==> src/rtl/imem_dmem_arbiter.sv <==
// Shares one single-port memory between instruction fetch and load/store.
// Grants one transaction at a time, limits DM streaks, and aborts on ack timeout.
module imem_dmem_arbiter #(
    parameter int ADDR_WIDTH    = 32,
    parameter int DAT_WIDTH     = 32,
    parameter int MAX_DM_STREAK = 4,
    parameter int TIMEOUT_CYC   = 64
) (
    input  logic                  clk,
    input  logic                  rst_n,
    input  logic                  if_req_i,
    input  logic [ADDR_WIDTH-1:0] if_addr_i,
    output logic                  if_ready_o,
    output logic                  if_rvalid_o,
    output logic [DAT_WIDTH-1:0]  if_rdata_o,
    input  logic                  dm_req_i,
    input  logic                  dm_we_i,
    input  logic [ADDR_WIDTH-1:0] dm_addr_i,
    input  logic [DAT_WIDTH-1:0]  dm_wdata_i,
    output logic                  dm_ready_o,
    output logic                  dm_done_o,
    output logic [DAT_WIDTH-1:0]  dm_rdata_o,
    output logic                  mem_req_o,
    output logic                  mem_we_o,
    output logic [ADDR_WIDTH-1:0] mem_addr_o,
    output logic [DAT_WIDTH-1:0]  mem_wdata_o,
    input  logic                  mem_gnt_i,
    input  logic                  mem_ack_i,
    input  logic [DAT_WIDTH-1:0]  mem_rdata_i,
    output logic                  err_o,
    output logic                  busy_o
);

    typedef enum logic [1:0] {IDLE, REQ, WAIT, RESP} state_t;

    localparam logic [3:0] STREAK_MAX = 4'(MAX_DM_STREAK);
    localparam logic [7:0] TCNT_LAST  = 8'(TIMEOUT_CYC - 1);

    state_t                 state;
    logic [3:0]             streak;
    logic [7:0]             tcnt;
    logic [ADDR_WIDTH-1:0]  lat_addr;
    logic                   lat_we;
    logic [DAT_WIDTH-1:0]   lat_wdata;
    logic                   owner_dm;

    logic grant_if, grant_dm, finish, timeout;

    // DM has priority except when it has starved a waiting fetch for too long.
    always_comb begin
        grant_dm = (state == IDLE) && dm_req_i && (!if_req_i || streak != STREAK_MAX);
        grant_if = (state == IDLE) && if_req_i && !grant_dm;
        finish   = ((state == REQ) && mem_gnt_i && mem_ack_i) || ((state == WAIT) && mem_ack_i);
        timeout  = ((state == REQ) || (state == WAIT)) && !finish && (tcnt == TCNT_LAST);
    end

    assign if_ready_o  = grant_if && rst_n;
    assign dm_ready_o  = grant_dm && rst_n;
    assign mem_req_o   = (state == REQ);
    assign mem_we_o    = (state == REQ) && lat_we;
    assign mem_addr_o  = lat_addr;
    assign mem_wdata_o = lat_wdata;
    assign busy_o      = (state != IDLE);

    // NOTE: every register here uses <= so all updates see pre-edge values.
    always_ff @(posedge clk or negedge rst_n) begin
        if (!rst_n) begin
            state       <= IDLE;
            streak      <= '0;
            tcnt        <= '0;
            lat_addr    <= '0;
            lat_we      <= 1'b0;
            lat_wdata   <= '0;
            owner_dm    <= 1'b0;
            if_rvalid_o <= 1'b0;
            dm_done_o   <= 1'b0;
            err_o       <= 1'b0;
            if_rdata_o  <= '0;
            dm_rdata_o  <= '0;
        end else begin
            if_rvalid_o <= 1'b0;
            dm_done_o   <= 1'b0;
            err_o       <= 1'b0;
            unique case (state)
                IDLE: begin
                    if (grant_dm || grant_if) begin
                        lat_addr  <= grant_dm ? dm_addr_i : if_addr_i;
                        lat_we    <= grant_dm && dm_we_i;
                        lat_wdata <= grant_dm ? dm_wdata_i : '0;
                        owner_dm  <= grant_dm;
                        tcnt      <= '0;
                        state     <= REQ;
                    end
                    if (grant_if)
                        streak <= '0;
                    else if (grant_dm && if_req_i && streak != STREAK_MAX)
                        streak <= streak + 4'd1;
                end
                REQ, WAIT: begin
                    tcnt <= tcnt + 8'd1;
                    if (finish || timeout) begin
                        state       <= RESP;
                        if_rvalid_o <= !owner_dm;
                        dm_done_o   <= owner_dm;
                        err_o       <= timeout;
                        if (!owner_dm)
                            if_rdata_o <= timeout ? '0 : mem_rdata_i;
                        else if (timeout)
                            dm_rdata_o <= '0;
                        else if (!lat_we)
                            dm_rdata_o <= mem_rdata_i;
                    end else if (state == REQ && mem_gnt_i) begin
                        state <= WAIT;
                    end
                end
                RESP: state <= IDLE;
            endcase
        end
    end

endmodule

==> config.mk <==
export PLATFORM = sky130hd
export DESIGN_NAME = imem_dmem_arbiter
export DESIGN_NICKNAME = d
export VERILOG_FILES = /design/src/rtl/imem_dmem_arbiter.sv
export SDC_FILE = /design/constraint.sdc
export NUM_CORES = 1
export LEC_CHECK = 0
export ABC_AREA = 1
export BUFFER_PORTS_ARGS = -buffer_cell sky130_fd_sc_hd__buf_4
export CAP_MARGIN = 20
export CELL_PAD_IN_SITES_DETAIL_PLACEMENT = 1
export CELL_PAD_IN_SITES_GLOBAL_PLACEMENT = 1
export CORE_MARGIN = 4
export CORE_UTILIZATION = 34
export CTS_CLUSTER_DIAMETER = 80
export CTS_CLUSTER_SIZE = 10
export DETAILED_ROUTE_END_ITERATION = 8
export MAX_ROUTING_LAYER = met4
export PLACE_DENSITY_LB_ADDON = 0.15
export SETUP_SLACK_MARGIN = 0.02
export SYNTH_ARGS = -nofsm -noshare
export SYNTH_HDL_FRONTEND = slang
export SYNTH_SLANG_ARGS = --single-unit
==> constraint.sdc <==
create_clock -name clk -period 2.15 [get_ports clk]
set_input_delay 0.43 -clock clk [delete_from_list [all_inputs] [get_ports clk]]
set_output_delay 0.43 -clock clk [all_outputs]
set_load 0.02 [all_outputs]
==> impl_metrics.xml, run 1 <==
<?xml version="1.0" encoding="UTF-8"?>
<metrics>
  <group name="global_route">
    <metric name="use_met3" unit="">0.05961</metric>
    <metric name="grt-busiest-layer" unit="">met2</metric>
    <metric name="global_route.usage.total" unit="">0.2053</metric>
    <metric name="largest_net_degree_at_the_start_of_global_routing" unit="">148</metric>
    <metric name="first_pass_grt_wire_length" unit="mm">31.98</metric>
    <metric name="grt.met1_usage" unit="">0.2538</metric>
    <metric name="grt.overflow.total" unit="">0</metric>
    <metric name="antenna_found_initial" unit="">0</metric>
    <metric name="first_global_vias" unit="">6066</metric>
    <metric name="met2_usage_in_global_routing" unit="">0.3279</metric>
  </group>
  <group name="placed_design">
    <metric name="post_dp_cell_area" unit="um2">8591</metric>
    <metric name="port_buffers" unit="">270</metric>
    <metric name="globalplace.congestion" unit="">0.8020</metric>
    <metric name="post-dp-hpwl" unit="mm">14.27</metric>
  </group>
  <group name="synth">
    <metric name="synth_area_leader_cell" unit="">dfrtp_1</metric>
    <metric name="synth_seq_area_share" unit="">0.5918</metric>
    <metric name="synthDistinctLibCells" unit="">26</metric>
    <metric name="post_synth_main_area_contributors" unit="">dfrtp_1 59%, nand2_1 17%, nand3_1 6.0%</metric>
    <metric name="ys_seq_elements" unit="">147</metric>
    <metric name="synthArstFlopShare" unit="">1.000</metric>
    <metric name="syn_area" unit="um2">6216</metric>
    <metric name="ys_top_cells_by_count" unit="">281 x nand2_1, 147 x dfrtp_1, 74 x nand3_1</metric>
    <metric name="synth-edff-count" unit="">0</metric>
    <metric name="per_instance_average_area_after_synthesis" unit="um2">8.743</metric>
    <metric name="yosys.cell_count.top_type" unit="">nand2_1</metric>
    <metric name="post_synthesis_cells" unit="">711</metric>
    <metric name="synth_warnings" unit="">0</metric>
    <metric name="synthesized_nets" unit="">853</metric>
    <metric name="dominantRegCellSynth" unit="">dfrtp_1</metric>
    <metric name="synth_top_area_share" unit="">0.5918</metric>
  </group>
  <group name="drt">
    <metric name="post_drt_via_cell_ratio" unit="">4.704</metric>
    <metric name="route.final.wire_length" unit="mm">20.52</metric>
    <metric name="drc" unit="">0</metric>
    <metric name="detailroute.via_count" unit="">5748</metric>
    <metric name="route.antenna.remaining_nets" unit="">0</metric>
    <metric name="1st_pass_router_iterations" unit="">5</metric>
    <metric name="drt_first_iter_violations" unit="">165</metric>
    <metric name="routedWlPerCell" unit="um">16.79</metric>
  </group>
  <group name="hold_path">
    <metric name="hold_class" unit="">input pin to async pin</metric>
  </group>
  <group name="power_and_ir_drop">
    <metric name="pwr_density_cell" unit="nW/um2">1587</metric>
    <metric name="post-layout-total-power" unit="mW">14.70</metric>
    <metric name="switching_power" unit="mW">5.920</metric>
    <metric name="comb_power_share" unit="">0.463</metric>
    <metric name="power.clock.fraction" unit="">0.212</metric>
    <metric name="share_of_total_power_consumed_by_net_switching" unit="">0.4027</metric>
    <metric name="worst_ir_drop_vdd" unit="V">0.0006086</metric>
    <metric name="power_frac_seq" unit="">0.325</metric>
    <metric name="intPower" unit="mW">8.781</metric>
    <metric name="p_leak" unit="nW">5.034</metric>
  </group>
  <group name="clock_network">
    <metric name="worstSkewPairLatency" unit="ns">0.42</metric>
    <metric name="ctsRootBufferMaster" unit="">clkbuf_16</metric>
    <metric name="clk_transition_reported_paths" unit="ns">0.06</metric>
    <metric name="cts.sink_count" unit="">147</metric>
    <metric name="cts_made_buffers" unit="">17</metric>
    <metric name="cts_tree" unit="">yes</metric>
    <metric name="post_cts_hold_buffer_count" unit="">0</metric>
    <metric name="max-clock-path-buffers" unit="">2</metric>
    <metric name="cts_htree_levels" unit="">4</metric>
  </group>
  <group name="floorplanning">
    <metric name="floorplan.initialDensity" unit="">0.3460</metric>
    <metric name="pin_count" unit="">271</metric>
    <metric name="die-width" unit="um">143.2</metric>
    <metric name="core.rowCount" unit="">49</metric>
    <metric name="fp.dieH" unit="um">143.2</metric>
    <metric name="core_region_area" unit="um2">17960</metric>
    <metric name="fp.dieArea" unit="um2">20510</metric>
  </group>
  <group name="flow_run">
    <metric name="maxcap_viol_count" unit="">0</metric>
  </group>
  <group name="timing">
    <metric name="period_share" unit="">0.9419</metric>
    <metric name="worst-slew-pin-transition" unit="ns">0.8118</metric>
    <metric name="report.final.hold_viol_count" unit="">0</metric>
    <metric name="worst_clock_skew" unit="ns">0.01421</metric>
    <metric name="finalSetupTns" unit="ns">0</metric>
    <metric name="finalSetupViolations" unit="">0</metric>
    <metric name="hold_worst_slack" unit="ns">0.1250</metric>
    <metric name="slew_headroom" unit="">0.4588</metric>
    <metric name="clock.fmax" unit="MHz">493.8</metric>
    <metric name="maxSlewViolCount" unit="">0</metric>
    <metric name="finalWorstPathRequiredPeriod" unit="ns">2.025</metric>
    <metric name="rsz_0062_raised_after_global_routing" unit="">no</metric>
  </group>
  <group name="setup_path">
    <metric name="worstSetupEndpointType" unit="">output port</metric>
    <metric name="critical_path_class" unit="">flip-flop to output port</metric>
    <metric name="critical_path_peak_fanout" unit="">4</metric>
    <metric name="cp_data_required_time" unit="ns">1.72</metric>
    <metric name="cp-start-kind" unit="">flip-flop</metric>
    <metric name="cp.arrival" unit="ns">1.60</metric>
  </group>
  <group name="run_status">
    <metric name="result_of_the_run" unit="">finished, final reports clean</metric>
  </group>
  <group name="finish">
    <metric name="layout.nets" unit="">1123</metric>
    <metric name="final_cell_area" unit="um2">9264</metric>
    <metric name="final_layout_size_suffix_gt1_frac" unit="">0.3414</metric>
    <metric name="area_growth_syn_to_layout" unit="%">49.03</metric>
    <metric name="antenna_cells" unit="">0</metric>
    <metric name="layout.filler_cells" unit="">2148</metric>
  </group>
</metrics>
-- power by group through the flow --
stage	Clock [mW]	Combinational (mW)	Sequential, mW
2_1_floorplan	0	2.34	6.04
3_3_place_gp	0	6.71	4.77
3_5_place_dp	0	6.84	4.77
4_1_cts	3.20	6.90	4.78
5_1_grt	3.33	7.44	4.93
6_report	3.12	6.81	4.77
-- cells in the final DEF, fill, tap and decap left out, drive strengths merged, types with 7 or more instances in the layout --
cell type	n
buf	286
nand2	282
dfrtp	147
nand3	74
inv	60
nor2	48
a22o	33
clkbuf	19
a21oi	10
o21ai	10
ha	7
-- path summary, 6_finish.rpt --
kind                                from         endpoint  slack (ns)  cells past startpoint
setup reg to reg                state[1]         state[0]        0.27                      9
hold / removal                     rst_n    dm_rdata_o[9]        0.12                      2
setup / recovery               streak[0]       if_ready_o        0.12                      9
min in group clk           if_addr_i[29]   mem_addr_o[29]        0.22                      3
max in group asynchronous          rst_n  mem_wdata_o[20]        1.42                      2
hold reg to reg            if_rdata_o[8]    if_rdata_o[8]        0.48                      2
-- cells by family (layout without fill, tap and decap cells) --
logic type / Yosys count / in the layout / share of synthesized area
xor+xnor: 1 / 1 / 0.001409
simple gates: 409 / 409 / 0.2645
compound gates: 54 / 54 / 0.06683
fa+ha+maj: 7 / 7 / 0.01409
flops: 147 / 147 / 0.5918
buf+inv: 93 / 375 / 0.06139
-- what timing repair did --
| action | 4_1_cts | 5_1_grt |
|---|---|---|
| gates resized for setup | 7 | 6 |
| gates cloned | 0 | 0 |
| endpoints found under the hold margin | 0 | 0 |
| endpoints found under the setup margin | 1 | 1 |
| setup buffers | 0 | 3 |
-- metal layers --
layer / share of wire / vias to the layer above / wire length, um
met5: 0 / - / 0
met4: 0.015 / 0 / 311
met3: 0.077 / 21 / 1585
met2: 0.48 / 186 / 9883
met1: 0.43 / 2760 / 8736
li1: - / 2781 / -
-- sequential cells by signal, indices dropped and copies added, names as in the netlist --
name and count:
if_rdata_o 32, dm_done_o 1, tcnt 8, mem_wdata_o 32, if_rvalid_o 1, streak 4
err_o 1, mem_addr_o 32, dm_rdata_o 32, state 2, lat_we 1, owner_dm 1
-- critical path, stage by stage, from the launching register on --
cell     delay (ns)
dfrtp_1        0.39
inv_2          0.07
ha_1           0.14
nand2_1        0.04
inv_1          0.05
nand3_1        0.07
nand3_2        0.12
nand2_4        0.08
nor2_4         0.08
buf_6          0.13
-- metrics by stage --
step / util / worst slack, ns / instances
after floorplan: - / 0.3358 / 711
after global placement: 0.4782 / 0.2442 / 1188
after detailed placement: 0.4782 / 0.2458 / 1188
after CTS: 0.5135 / 0.02357 / 1219
after global routing: 0.5157 / 0.02595 / 1222
final: 0.5157 / 0.1249 / 1222
-- final cells by class --
cell class / count / area, um2 / area share
Clock buffer: 19 / 432.9 / 0.04673
Clock inverter: 12 / 181.4 / 0.01958
Multi-Input combinational cell: 471 / 2200 / 0.2374
Inverter: 58 / 217.7 / 0.02350
Sequential cell: 147 / 3679 / 0.3971
Tap cell: 229 / 286.5 / 0.03093
Timing Repair Buffer: 286 / 2267 / 0.2447
Power figures use the tool's default switching activity.
==> run 2, diff against run 1 <==
--- a/config.mk
+++ b/config.mk
@@ -7,11 +7,11 @@
 export LEC_CHECK = 0
 export ABC_AREA = 1
 export BUFFER_PORTS_ARGS = -buffer_cell sky130_fd_sc_hd__buf_4
-export CAP_MARGIN = 20
 export CELL_PAD_IN_SITES_DETAIL_PLACEMENT = 1
 export CELL_PAD_IN_SITES_GLOBAL_PLACEMENT = 1
 export CORE_MARGIN = 4
 export CORE_UTILIZATION = 34
+export CTS_BUF_LIST = sky130_fd_sc_hd__clkbuf_16
 export CTS_CLUSTER_DIAMETER = 80
 export CTS_CLUSTER_SIZE = 10
 export DETAILED_ROUTE_END_ITERATION = 8
==> run 2 against run 1 <==
  * Clock skew stayed put
  * Sequential power is essentially flat
  * Count of clock-buffer cells in the layout is 2 lower
  * Sequential share of layout area stayed put
  * Critical path depth stayed put
  * Critical endpoint unchanged
  * Via count is essentially flat
  * Design area unchanged
==> impl_metrics.xml, run 2 (same netlist as run 1, synthesis figures left out) <==
<?xml version="1.0" encoding="UTF-8"?>
<metrics>
  <group name="global_route">
    <metric name="antenna_found_initial" unit="">0</metric>
    <metric name="grt.overflow.total" unit="">0</metric>
    <metric name="global_route.usage.total" unit="">0.2053</metric>
    <metric name="first_global_vias" unit="">6065</metric>
    <metric name="largest_net_degree_at_the_start_of_global_routing" unit="">148</metric>
    <metric name="first_pass_grt_wire_length" unit="mm">31.98</metric>
  </group>
  <group name="clock_network">
    <metric name="worstSkewPairLatency" unit="ns">0.42</metric>
    <metric name="ctsRootBufferMaster" unit="">clkbuf_16</metric>
    <metric name="max-clock-path-buffers" unit="">2</metric>
    <metric name="cts_made_buffers" unit="">17</metric>
    <metric name="cts_htree_levels" unit="">4</metric>
    <metric name="post_cts_hold_buffer_count" unit="">0</metric>
    <metric name="clk_transition_reported_paths" unit="ns">0.06</metric>
    <metric name="cts_tree" unit="">yes</metric>
    <metric name="cts.sink_count" unit="">147</metric>
  </group>
  <group name="setup_path">
    <metric name="cp-start-kind" unit="">flip-flop</metric>
    <metric name="cp.arrival" unit="ns">1.60</metric>
    <metric name="critical_path.cell_chain" unit="">inv_2, ha_1, nand2_1, inv_1, nand3_1, nand3_2, nand2_4, nor2_4, buf_6</metric>
    <metric name="setup.reg_to_reg.worst_slack" unit="ns">0.27</metric>
    <metric name="critical-path-slowest-cell" unit="">dfrtp_1</metric>
    <metric name="max_stage_delay" unit="ns">0.39</metric>
    <metric name="critical_path_class" unit="">flip-flop to output port</metric>
    <metric name="worstSetupEndpointType" unit="">output port</metric>
    <metric name="critical_path_peak_fanout" unit="">4</metric>
    <metric name="worst_path_dominant_cell_family" unit="">flip-flops</metric>
    <metric name="rr_endpoint" unit="">state[0]</metric>
    <metric name="r2r_depth" unit="">9</metric>
    <metric name="cp_data_required_time" unit="ns">1.72</metric>
    <metric name="worstReg2RegStart" unit="">state[1]</metric>
    <metric name="path_buf_inv" unit="">3</metric>
  </group>
  <group name="finish">
    <metric name="antenna_cells" unit="">0</metric>
    <metric name="final_cell_mix" unit="">280 x nand2_1, 275 x buf_4, 147 x dfrtp_1</metric>
    <metric name="final_common_cell" unit="">nand2_1</metric>
    <metric name="final_layout_size_suffix_gt1_frac" unit="">0.3414</metric>
    <metric name="core_util_final" unit="">0.5157</metric>
    <metric name="instances_no_fill" unit="">1222</metric>
    <metric name="final_cell_area" unit="um2">9264</metric>
    <metric name="layout.nets" unit="">1123</metric>
    <metric name="area_growth_syn_to_layout" unit="%">49.03</metric>
  </group>
  <group name="placed_design">
    <metric name="post-dp-hpwl" unit="mm">14.27</metric>
    <metric name="dp_cells" unit="">1188</metric>
    <metric name="port_buffers" unit="">270</metric>
    <metric name="globalplace.congestion" unit="">0.8020</metric>
    <metric name="detailedPlace.worstSlack" unit="ns">0.2458</metric>
    <metric name="post_dp_cell_area" unit="um2">8591</metric>
  </group>
  <group name="drt">
    <metric name="1st_pass_router_iterations" unit="">5</metric>
    <metric name="route.layer.met1.wl" unit="mm">8.725</metric>
    <metric name="drc" unit="">0</metric>
    <metric name="post_drt_via_cell_ratio" unit="">4.707</metric>
    <metric name="top_signal_layer_used" unit="">met4</metric>
    <metric name="route.antenna.remaining_nets" unit="">0</metric>
    <metric name="drt_first_iter_violations" unit="">166</metric>
    <metric name="route.final.wire_length" unit="mm">20.52</metric>
    <metric name="routedWlPerCell" unit="um">16.79</metric>
    <metric name="met3WireLength" unit="mm">1.585</metric>
    <metric name="detailroute.wirelength.met2" unit="mm">9.893</metric>
    <metric name="detailroute.via_count" unit="">5752</metric>
  </group>
  <group name="timing">
    <metric name="worst_clock_skew" unit="ns">0.01421</metric>
    <metric name="rsz_0062_raised_after_global_routing" unit="">no</metric>
    <metric name="finalSetupViolations" unit="">0</metric>
    <metric name="finalSetupTns" unit="ns">0</metric>
    <metric name="slew_headroom" unit="">0.4586</metric>
    <metric name="worst-slew-pin-transition" unit="ns">0.8121</metric>
    <metric name="maxSlewViolCount" unit="">0</metric>
    <metric name="clock.fmax" unit="MHz">493.8</metric>
    <metric name="period_share" unit="">0.9419</metric>
    <metric name="finalWorstPathRequiredPeriod" unit="ns">2.025</metric>
    <metric name="post-route-worst-setup-slack" unit="ns">0.1249</metric>
    <metric name="hold_worst_slack" unit="ns">0.1250</metric>
    <metric name="report.final.hold_viol_count" unit="">0</metric>
  </group>
  <group name="floorplanning">
    <metric name="fp.dieArea" unit="um2">20510</metric>
    <metric name="core.rowCount" unit="">49</metric>
    <metric name="floorplan.initialDensity" unit="">0.3460</metric>
    <metric name="pin_count" unit="">271</metric>
    <metric name="core_region_area" unit="um2">17960</metric>
    <metric name="die-width" unit="um">143.2</metric>
    <metric name="fp.dieH" unit="um">143.2</metric>
  </group>
  <group name="power_and_ir_drop">
    <metric name="p_leak" unit="nW">5.042</metric>
    <metric name="post-layout-total-power" unit="mW">14.69</metric>
    <metric name="pwr_density_cell" unit="nW/um2">1586</metric>
    <metric name="worst_ir_drop_vdd" unit="V">0.0006086</metric>
  </group>
  <group name="hold_path">
    <metric name="hold_class" unit="">input pin to async pin</metric>
  </group>
  <group name="run_status">
    <metric name="result_of_the_run" unit="">finished, final reports clean</metric>
  </group>
  <group name="flow_run">
    <metric name="maxcap_viol_count" unit="">0</metric>
  </group>
</metrics>
[run 2: changes by cell type in the layout (fill, tap and decap cells not counted)]
cell / previous run / this run
inv_1: 44 / 46
clkbuf_1: 2 / 0
[run 2: report_power, final]
group	leakage, nW	internal (mW)	switching (mW)
sequential	1.84	4.01	0.764
combinational	2.91	2.83	3.98
clock	0.294	1.93	1.18
total	5.04	8.77	5.92
[run 2: cell type report]
cell class | instances | area (um2)
Clock buffer | 17 | 425.4
Clock inverter | 14 | 188.9
Fill cell | 2148 | 8700
Inverter | 58 | 217.7
Multi-Input combinational cell | 471 | 2200
Sequential cell | 147 | 3679
Tap cell | 229 | 286.5
Timing Repair Buffer | 286 | 2267
[run 2: how the worst max path moves through the flow]
stage / depth (start not counted) / slack (ns) / start / to
after floorplan: 10 / 0.34 / state[1] / dm_rdata_o[22]
final: 9 / 0.12 / streak[0] / if_ready_o
after detailed placement: 9 / 0.25 / state[1] / state[0]
after global routing: 9 / 0.03 / streak[0] / if_ready_o
after global placement: 9 / 0.24 / state[1] / state[0]
after CTS: 9 / 0.02 / streak[0] / if_ready_o
[run 2: routing by layer]
layer | up-vias | GRT usage
met4 | 0 | 0.06293
met5 | - | -
met2 | 186 | 0.3279
li1 | 2781 | -
met3 | 21 | 0.05961
met1 | 2764 | 0.2538
[run 2: worst register-to-register path, stage by stage, from the launching register on]
cell and delay (ns):
dfrtp_1 0.40, inv_2 0.10, ha_1 0.20, nand2_1 0.10, nand2_1 0.06, nand2_1 0.12, a21oi_4 0.21, buf_4 0.40
nor2_1 0.08, o21ai_1 0.14
[run 2: timing repair]
item | CTS | global route
endpoints found under the hold margin | 0 | 0
endpoints found under the setup margin | 1 | 1
buffers inserted | 0 | 3
resized for setup | 7 | 6
